**config.mk**
```make
export PLATFORM = sky130hd
export DESIGN_NAME = clk_div_ctrl
export DESIGN_NICKNAME = d
export VERILOG_FILES = /design/src/rtl/clk_div_pkg.sv /design/src/rtl/clk_div_ctrl_core.sv /design/src/rtl/clk_div_ctrl.sv
export SDC_FILE = /design/constraint.sdc
export NUM_CORES = 1
export LEC_CHECK = 0
export BUFFER_PORTS_ARGS = -buffer_cell sky130_fd_sc_hd__buf_2
export CAP_MARGIN = 10
export CORE_MARGIN = 2
export CORE_UTILIZATION = 40
export CTS_BUF_LIST = sky130_fd_sc_hd__clkbuf_4 sky130_fd_sc_hd__clkbuf_8
export DETAILED_ROUTE_END_ITERATION = 10
export GPL_ROUTABILITY_DRIVEN = 0
export GPL_TIMING_DRIVEN = 0
export HOLD_SLACK_MARGIN = 0.08
export MAX_ROUTING_LAYER = met4
export SETUP_SLACK_MARGIN = 0.2
export SYNTH_ARGS = -nofsm -noshare
export SYNTH_HDL_FRONTEND = slang
export SYNTH_HIERARCHICAL = 1
export SYNTH_SLANG_ARGS = --single-unit
```
**constraint.sdc**
```tcl
create_clock -name i_clk -period 4.54 [get_ports i_clk]
set_clock_uncertainty 0.1 [all_clocks]
set_input_delay 0.908 -clock i_clk [delete_from_list [all_inputs] [get_ports i_clk]]
set_output_delay 0.908 -clock i_clk [all_outputs]
set_load 0.1 [all_outputs]
```
**src/rtl/clk_div_pkg.sv**
```systemverilog
// Shared encodings, FSM states and half-period lookup for the
// glitch-free clock divider controller.
package clk_div_pkg;

    localparam logic [1:0] SEL_DIV2  = 2'b00;
    localparam logic [1:0] SEL_DIV4  = 2'b01;
    localparam logic [1:0] SEL_DIV64 = 2'b10;
    localparam logic [1:0] SEL_STOP  = 2'b11;

    localparam int HM1_W = 6;

    typedef enum logic [1:0] {
        ST_IDLE = 2'd0,
        ST_RUN  = 2'd1,
        ST_PEND = 2'd2
    } state_e;

    // Half period minus one; STOP has no period and maps to 0.
    function automatic logic [HM1_W-1:0] half_m1(input logic [1:0] sel);
        logic [HM1_W-1:0] v;
        case (sel)
            SEL_DIV2:  v = 6'd0;
            SEL_DIV4:  v = 6'd1;
            SEL_DIV64: v = 6'd31;
            default:   v = 6'd0;
        endcase
        return v;
    endfunction

endpackage

```
**src/rtl/clk_div_ctrl_core.sv**
```systemverilog
// Half-period down-counter and output toggle flop; load and stop
// always leave the output low so phases only start from a low level.
module clk_div_core #(
    parameter int CNT_W = 6
) (
    input  logic             clk,
    input  logic             rst_n,
    input  logic             run,
    input  logic             load,
    input  logic             stop,
    input  logic [CNT_W-1:0] reload,
    output logic             gen,
    output logic             wrap
);

    logic [CNT_W-1:0] cnt;

    assign wrap = run && (cnt == '0);

    always_ff @(posedge clk) begin
        if (!rst_n) begin
            cnt <= '0;
            gen <= 1'b0;
        end else if (load) begin
            cnt <= reload;
            gen <= 1'b0;
        end else if (stop) begin
            cnt <= '0;
            gen <= 1'b0;
        end else if (wrap) begin
            cnt <= reload;
            gen <= ~gen;
        end else if (run) begin
            cnt <= cnt - 1'b1;
        end
    end

endmodule

```
**src/rtl/clk_div_ctrl.sv**
```systemverilog
// Divide-ratio controller: ratio changes are applied on falling edges
// of o_gen_clk only. o_tick exists when CLK_DIV_CTRL_TICK_EN is defined.
module clk_div_ctrl
    import clk_div_pkg::*;
#(
    parameter int CNT_W = 6
) (
    input  logic       i_clk,
    input  logic       i_rst_n,
    input  logic       i_req,
    input  logic [1:0] i_sel,
    output logic       o_busy,
    output logic       o_ack,
    output logic [1:0] o_cur_sel,
    output logic       o_gen_clk
`ifdef CLK_DIV_CTRL_TICK_EN
    ,
    output logic       o_tick
`endif
);

    state_e           state, state_nxt;
    logic [1:0]       cur_q, cur_nxt;
    logic [1:0]       pend_q, pend_nxt;
    logic             ack_q, ack_nxt;
    logic             load, stop, run, wrap, gen;
    logic [CNT_W-1:0] reload;

    assign run = (state != ST_IDLE);

    always_ff @(posedge i_clk) begin
        if (!i_rst_n) begin
            state  <= ST_IDLE;
            cur_q  <= SEL_STOP;
            pend_q <= SEL_STOP;
            ack_q  <= 1'b0;
        end else begin
            state  <= state_nxt;
            cur_q  <= cur_nxt;
            pend_q <= pend_nxt;
            ack_q  <= ack_nxt;
        end
    end

    always_comb begin
        state_nxt = state;
        cur_nxt   = cur_q;
        pend_nxt  = pend_q;
        ack_nxt   = 1'b0;
        load      = 1'b0;
        stop      = 1'b0;
        reload    = CNT_W'(half_m1(cur_q));
        case (state)
            ST_IDLE: begin
                if (i_req) begin
                    ack_nxt = 1'b1;
                    if (i_sel != SEL_STOP) begin
                        load      = 1'b1;
                        reload    = CNT_W'(half_m1(i_sel));
                        cur_nxt   = i_sel;
                        state_nxt = ST_RUN;
                    end
                end
            end
            ST_RUN: begin
                if (i_req) begin
                    pend_nxt  = i_sel;
                    state_nxt = ST_PEND;
                end
            end
            ST_PEND: begin
                // Falling edge of the output: safe point to switch.
                if (wrap && gen) begin
                    ack_nxt = 1'b1;
                    if (pend_q == SEL_STOP) begin
                        stop      = 1'b1;
                        cur_nxt   = SEL_STOP;
                        state_nxt = ST_IDLE;
                    end else begin
                        load      = 1'b1;
                        reload    = CNT_W'(half_m1(pend_q));
                        cur_nxt   = pend_q;
                        state_nxt = ST_RUN;
                    end
                end
            end
            default: state_nxt = ST_IDLE;
        endcase
    end

    clk_div_core #(.CNT_W(CNT_W)) u_core (
        .clk    (i_clk),
        .rst_n  (i_rst_n),
        .run    (run),
        .load   (load),
        .stop   (stop),
        .reload (reload),
        .gen    (gen),
        .wrap   (wrap)
    );

    assign o_busy    = (state == ST_PEND);
    assign o_ack     = ack_q;
    assign o_cur_sel = cur_q;
    assign o_gen_clk = gen;

`ifdef CLK_DIV_CTRL_TICK_EN
    logic tick_q;

    always_ff @(posedge i_clk) begin
        if (!i_rst_n) begin
            tick_q <= 1'b0;
        end else begin
            tick_q <= wrap && !gen;
        end
    end

    assign o_tick = tick_q;
`endif

endmodule

```
==> run metrics, run 1 <==
cell taking the most area after synthesis dfxtp_1; slowest stage delay, CP around 0.41 ns; met3 WL post-DR 68 um; Setup TNS Final 0 ns; peak supply drop 0.0002408 V; final layout net count 160; static leakage 0.5614 nW; combinational share of power 42.8%; IO Count 10; Final Hold Vio Count 0; Row Count 18; P&R area growth vs syn 11.37%; Initial Util 42.76%; reg2reg start state[1]; largest cells by area after synthesis dfxtp_1 (26%), ha_1 (9.3%), nand2_1 (5.2%); post-synth top area share 25.99%; vias in the first global route 945; largest net degree at the start of global routing 11; Final Critical Period 3.332 ns; clock transition at the registers of the reported paths 0.09 ns; sequential-to-total area share from yosys stat 25.99%; Mean Syn Cell Area 8.171 um^2; Core Footprint 2522 um^2; hold buffers post-CTS 0; #FFs+latches synth 14; met2 wire length 1.123 mm; Die X 55.93 um; WL final approximately 2.4 mm; drt first pass iters 4; RSZ-0062 raised after global routing false; vias post-DR 955; endpoints failing setup 0; CP max stage cell dfxtp_1; Hold Startpoint pend_q[0]; clock power share a little over a fifth; Antenna diodes 0; Remaining DRCs 0; Detail Placement HPWL around 1.8 mm; met1 WL 1.179 mm; first-pass GRT wire length 4.146 mm; critical path, cell by cell clkbuf_1, nor2_1, inv_1, nand2_1, or3_4, buf_6, inv_2, nand4b_1, o32a_1, nor2_1, buf_2, nand2_1, o31ai_1, nand2_1, a311oi_2; GRT Residual Overflow 0; 1st-iter DRT viols 28; htree depth 1; Synth Instances 132; Post-CTS Setup Inserts 0; hold slack roughly 0.45 ns; status complete, no violations; critical path endpoint category flip-flop; cts repair resizes 0; chip height 55.93 um; Setup crit start state[1]; number of clock sinks 14; Critical Path Most Common Cell nand2_1; family with the most delay on the worst path simple AND/OR/NAND/NOR gates; Critical Path RT 4.64 ns; uppermost layer routed met4; number of antenna violations at the first check in global routing 0; Crit Path Max Fanout 10; max-cap viol count 0; post-route ant nets 0; later-pin clock latency in the skew report between 0.2 and 0.3 ns; I/O Buffers 9; Worst EP arrival 3.44 ns; Final period util 73.39%; fmax 300.1 MHz; sequential share of power approximately 36%; NetSw 0.0001721 W; internal power 0.0002606 W; most frequent cells in the layout nor2_1 (15), nand2_1 (15), dfxtp_1 (14); GRT Total Usage 16.87%; Critical path buffers and inverters 5; Vias/cell 5.426; layout cell share with drive strength beyond 1 20.55%; Die ar. 3128 um^2; HP Class flip-flop to flip-flop; Yosys warnings 6; CP Launch Type flip-flop; synthesized cell area around 1100 um^2; Slew Viols, Final 0; CTS tree built; Cell Pwr Density 360.2 nW/um^2; Synth cell types 48; sw frac 39.77%; Setup CP Type flip-flop to flip-flop; clk buf depth 2; CTS Buf Count 3; routed len/inst 13.55 um; Root Driver clkbuf_4
power by group through the flow:
stage          registers, W  logic (W)  clock network (W)
3_5_place_dp       0.000158   0.000184                  0
3_3_place_gp       0.000157   0.000180                  0
4_1_cts            0.000155   0.000186          0.0000963
2_1_floorplan      0.000179   0.000127                  0
6_report           0.000155   0.000185          0.0000923
5_1_grt            0.000157   0.000206           0.000103
kinds of logic after synthesis:
family,synth area share [%]
AND/OR/NAND/NOR,30.05
adder cells (fa/ha/maj),9.281
AO/OA/AOI/OAI,21.00
other,0.3477
flip-flops,25.99
XOR/XNOR,3.249
buffers and inverters,7.191
multiplexers,2.900
worst register-to-register path, stage by stage, from the launching register on:
cell and delay (ns):
dfxtp_1 0.41, clkbuf_1 0.34, nor2_1 0.14, inv_1 0.13
nand2_1 0.07, or3_4 0.35, buf_6 0.16, inv_2 0.09
nand4b_1 0.30, o32a_1 0.26, nor2_1 0.17, buf_2 0.26
nand2_1 0.08, o31ai_1 0.07, nand2_1 0.10, a311oi_2 0.23
final cells by class:
type                            instances  area [um^2]
Timing Repair Buffer                    9        45.04
Clock buffer                            4        36.28
Tap cell                               30        37.54
Multi-Input combinational cell        103        724.4
Inverter                               10        37.54
Buffer                                  6        40.04
Sequential cell                        14        280.3
Fill cell                             264         1321
worst paths after layout:
| kind | endpoint | slack, ns | cells after the start |
|---|---|---|---|
| worst max register to register | u_core/cnt[1] | 1.21 | 15 |
| worst min-delay path | pend_q[0] | 0.45 | 2 |
| worst min register to register | pend_q[0] | 0.45 | 2 |
| worst max-delay path | u_core/cnt[1] | 1.21 | 15 |
sequential cells by signal, indices dropped and copies added (netlist names):
register	cells
o_ack	1
o_cur_sel	2
pend_q	2
state	2
u_core/cnt	6
u_core/gen	1
layer usage:
| layer | GRT usage (%) | vias to the layer above |
|---|---|---|
| met5 | - | - |
| met4 | 2.041 | 0 |
| met3 | 4.884 | 2 |
| met2 | 27.72 | 10 |
| met1 | 21.30 | 447 |
| li1 | - | 496 |
Yosys cell counts, drive strengths merged:
cell,number
o32a,1
a21boi,1
or2,1
and2,1
and3b,1
o211ai,3
or4b,2
ha,8
and2b,1
nand3,4
or3,2
a31oi,3
nand4b,2
a311oi,1
and3,1
conb,1
nor3,2
a221o,2
dfxtp,14
nand3b,2
a21oi,4
xor2,1
mux2i,2
o21a,1
o21ai,6
nand2,15
nor3b,3
or2b,1
o31ai,2
o311ai,2
or3b,1
nor2b,2
nand4,1
xnor2,3
mux2,1
nor2,15
inv,10
buf,5
clkbuf,1
a211o,1
o2111a,1
a21o,1
stage by stage:
step | std cells | total power, W | utilization, % | worst slack (ns) | cell area [um^2]
3_5_place_dp | 172 | 0.0003419 | 46.18 | 1.270 | 1165
3_3_place_gp | 172 | 0.0003368 | 46.18 | 1.331 | 1165
5_1_grt | 176 | 0.0004663 | 47.62 | 0.8826 | 1201
6_report | 176 | 0.0004327 | 47.62 | 1.208 | 1201
4_1_cts | 176 | 0.0004369 | 47.62 | 1.219 | 1201
2_1_floorplan | 133 | 0.0003058 | - | 1.741 | 1082
(Power assumes the default switching activity.)
==> inputs of run 2 (changes only) <==
Settings changed: ABC_AREA set to 1.
Clock period 4.54 ns to 3.4 ns, I/O delays scaled along.
==> run metrics, run 2 <==
later-pin clock latency in the skew report 0.28 ns (about the same); drt first pass iters 5 (was 4); Setup TNS Final 0 ns (unchanged); 1st-iter DRT viols 29 (was 28); cell taking the most area after synthesis dfxtp_1 (unchanged); Setup CP Type flip-flop to flip-flop (unchanged); final layout net count 186 (was 160); clock power share 19.5% (was 21.3%); largest net degree at the start of global routing 14 (was 11); top-count cell post-synth nand2_1; Row Count 18 (unchanged); multi-input combinational cell area 669.4 um^2 (was 724.4 um^2); #FFs+latches synth 14 (unchanged); Final Core Density 47.37% (was 47.62%); GRT Total Usage 17.29% (was 16.87%); CP Launch Type flip-flop (unchanged); filler instances 274 (was 264); HP Class flip-flop to flip-flop (unchanged); status complete, no violations (unchanged); Synth async-reset ratio 0% (unchanged); static leakage 0.6025 nW (was 0.5614 nW); Detail Placement HPWL 1.820 mm (was 1.797 mm); hold slack 0.4058 ns (was 0.4549 ns); Antenna diodes 0 (unchanged); Die X 55.26 um (was 55.93 um); routed len/inst 11.93 um (was 13.55 um); NetSw 0.0002785 W (was 0.0001721 W); combinational share of power 46.3% (was 42.8%); sequential-to-total area share from yosys stat 26.67% (was 25.99%); Core Footprint 2477 um^2 (was 2522 um^2); Crit Path Max Fanout 9 (was 10); Yosys warnings 6 (unchanged); P&R area growth vs syn 11.67% (was 11.37%); RSZ-0062 raised after global routing false (unchanged); Remaining DRCs 0 (unchanged); Synth Instances 158 (was 132); internal power 0.0003493 W (was 0.0002606 W); largest cells by area after synthesis dfxtp_1 (27%), nand2_1 (9.6%), ha_1 (9.5%) (was dfxtp_1 (26%), ha_1 (9.3%), nand2_1 (5.2%)); worst slew pin tran roughly 0.78 ns; sw frac 44.36% (was 39.77%); CTS tree built (unchanged); Post-CTS Setup Inserts 0 (unchanged); max-cap viol count 0 (unchanged); Vias/cell 5.089 (was 5.426); Worst EP arrival 2.74 ns (was 3.44 ns); number of antenna violations at the first check in global routing 0 (unchanged); Synth Flop Type dfxtp_1 (unchanged); endpoints failing setup 0 (unchanged); Rel. slew slack approximately half; first-pass GRT wire length 4.202 mm (was 4.146 mm); clock transition at the registers of the reported paths 0.09 ns (about the same); htree depth 1 (unchanged); most common cell after layout, fill and taps aside nand2_1; cts repair resizes 0 (unchanged); critical path endpoint category flip-flop (unchanged); I/O Buffers 9 (unchanged); hold buffers post-CTS 0 (unchanged); Mean Syn Cell Area 6.652 um^2 (was 8.171 um^2); Largest register FFs 6 (unchanged); Final Hold Vio Count 0 (unchanged); Final Critical Period 2.625 ns (was 3.332 ns); FF/Latch Area 280.3 um^2 (unchanged); CTS Buf Count 3 (unchanged); fmax 381.0 MHz (was 300.1 MHz); Largest Register u_core/cnt (unchanged); layout cell share with drive strength beyond 1 15.70% (was 20.55%); WL final 2.409 mm (was 2.385 mm); IO Count 10 (unchanged); Critical Path RT 3.52 ns (was 4.64 ns); Commonest cells post-synth nand2_1 (27), nor2_1 (21), inv_1 (18) (was nand2_1 (15), nor2_1 (15), dfxtp_1 (14)); clk buf depth 2 (unchanged); chip height 55.26 um (was 55.93 um); synthesized cell area 1051 um^2 (was 1079 um^2); vias post-DR 1028 (was 955); number of clock sinks 14 (unchanged); Initial Util 42.42% (was 42.76%); Root Driver clkbuf_4 (unchanged); sequential share of power 34.2% (was 35.9%); peak supply drop 0.0002713 V (was 0.0002408 V); Slew Viols, Final 0 (unchanged); post-route ant nets 0 (unchanged); Synth cell types 23 (was 48); most frequent cells in the layout nand2_1 (27), nor2_1 (21), inv_1 (18) (was nor2_1 (15), nand2_1 (15), dfxtp_1 (14)); Cell Pwr Density 534.9 nW/um^2 (was 360.2 nW/um^2); EDFF count, synth 0 (unchanged); Die ar. 3054 um^2 (was 3128 um^2); post-synth top area share 26.67% (was 25.99%); vias in the first global route 964 (was 945); Final period util 77.20% (was 73.39%); GRT Residual Overflow 0 (unchanged)
-- run 2: cell count changes after synthesis, sizes merged, moves of 3 or more --
cell,previous run,this run
buf,5,2
xnor2,3,0
inv,10,22
nor3b,3,0
nor2,15,25
nand3,4,17
o21ai,6,13
nand2,15,28
a31oi,3,0
a21oi,4,17
-- run 2: through the flow --
step,std cells,setup WS (ns),power (W),area [um^2]
after CTS,202,0.7681,0.0006337,1174
after global routing,202,0.5280,0.0006826,1174
after global placement,198,0.7034,0.0004996,1137
after detailed placement,198,0.6438,0.0005084,1137
after floorplan,159,1.104,0.0004492,1055
final,202,0.7753,0.0006278,1174
-- run 2: worst paths after layout --
path | slack, ns | cells past startpoint | start | to
setup / recovery | 0.78 | 15 | state[0] | u_core/cnt[5]
hold / removal | 0.41 | 2 | o_cur_sel[0] | o_cur_sel[0]
setup reg to reg | 0.78 | 15 | state[0] | u_core/cnt[5]
hold reg to reg | 0.41 | 2 | o_cur_sel[0] | o_cur_sel[0]
-- run 2: routing by layer --
| metal | up-vias | GRT usage, % | wire length [um] |
|---|---|---|---|
| met1 | 467 | 21.07 | 1124 |
| met5 | - | - | 0 |
| li1 | 545 | - | - |
| met4 | 0 | 5.923 | 15 |
| met2 | 14 | 29.42 | 1208 |
| met3 | 2 | 2.108 | 61 |
-- run 2: cell families (layout without fill, tap and decap cells) --
family	count (synthesis)	in the layout	share of synthesized area, %
flip-flops	14	14	26.67
AO/OA/AOI/OAI	34	34	17.02
adder cells (fa/ha/maj)	8	8	9.524
AND/OR/NAND/NOR	77	77	36.43
buffers and inverters	24	37	9.999
other	1	2	0.3568
-- run 2: area by class of cell --
cell class / count / area share, %
flip-flops and latches: 14 / 23.88
plain buffers: 2 / 1.919
inverters: 22 / 7.036
clock buffers: 4 / 3.092
well taps: 30 / 3.198
multi-input cells: 121 / 57.04
repair buffers: 9 / 3.838
-- run 2: worst max-delay path, cell delays in order (launching register included) --
cell and delay, ns:
dfxtp_1 0.33, buf_6 0.14, nor2_1 0.08, inv_1 0.16, nand2_1 0.07, inv_1 0.06
nand3_2 0.08, inv_1 0.14, nand3_1 0.11, o22ai_1 0.60, nor2_4 0.07, inv_2 0.16
nor2_4 0.08, inv_2 0.11, o21ai_0 0.09, a21oi_1 0.14
-- run 2: power groups by stage --
stage,logic (W),clock network [W],registers [W]
after floorplan,0.000197,0,0.000252
after global placement,0.000282,0,0.000218
after detailed placement,0.000291,0,0.000218
after CTS,0.000292,0.000127,0.000214
after global routing,0.000329,0.000135,0.000218
final,0.000290,0.000122,0.000215
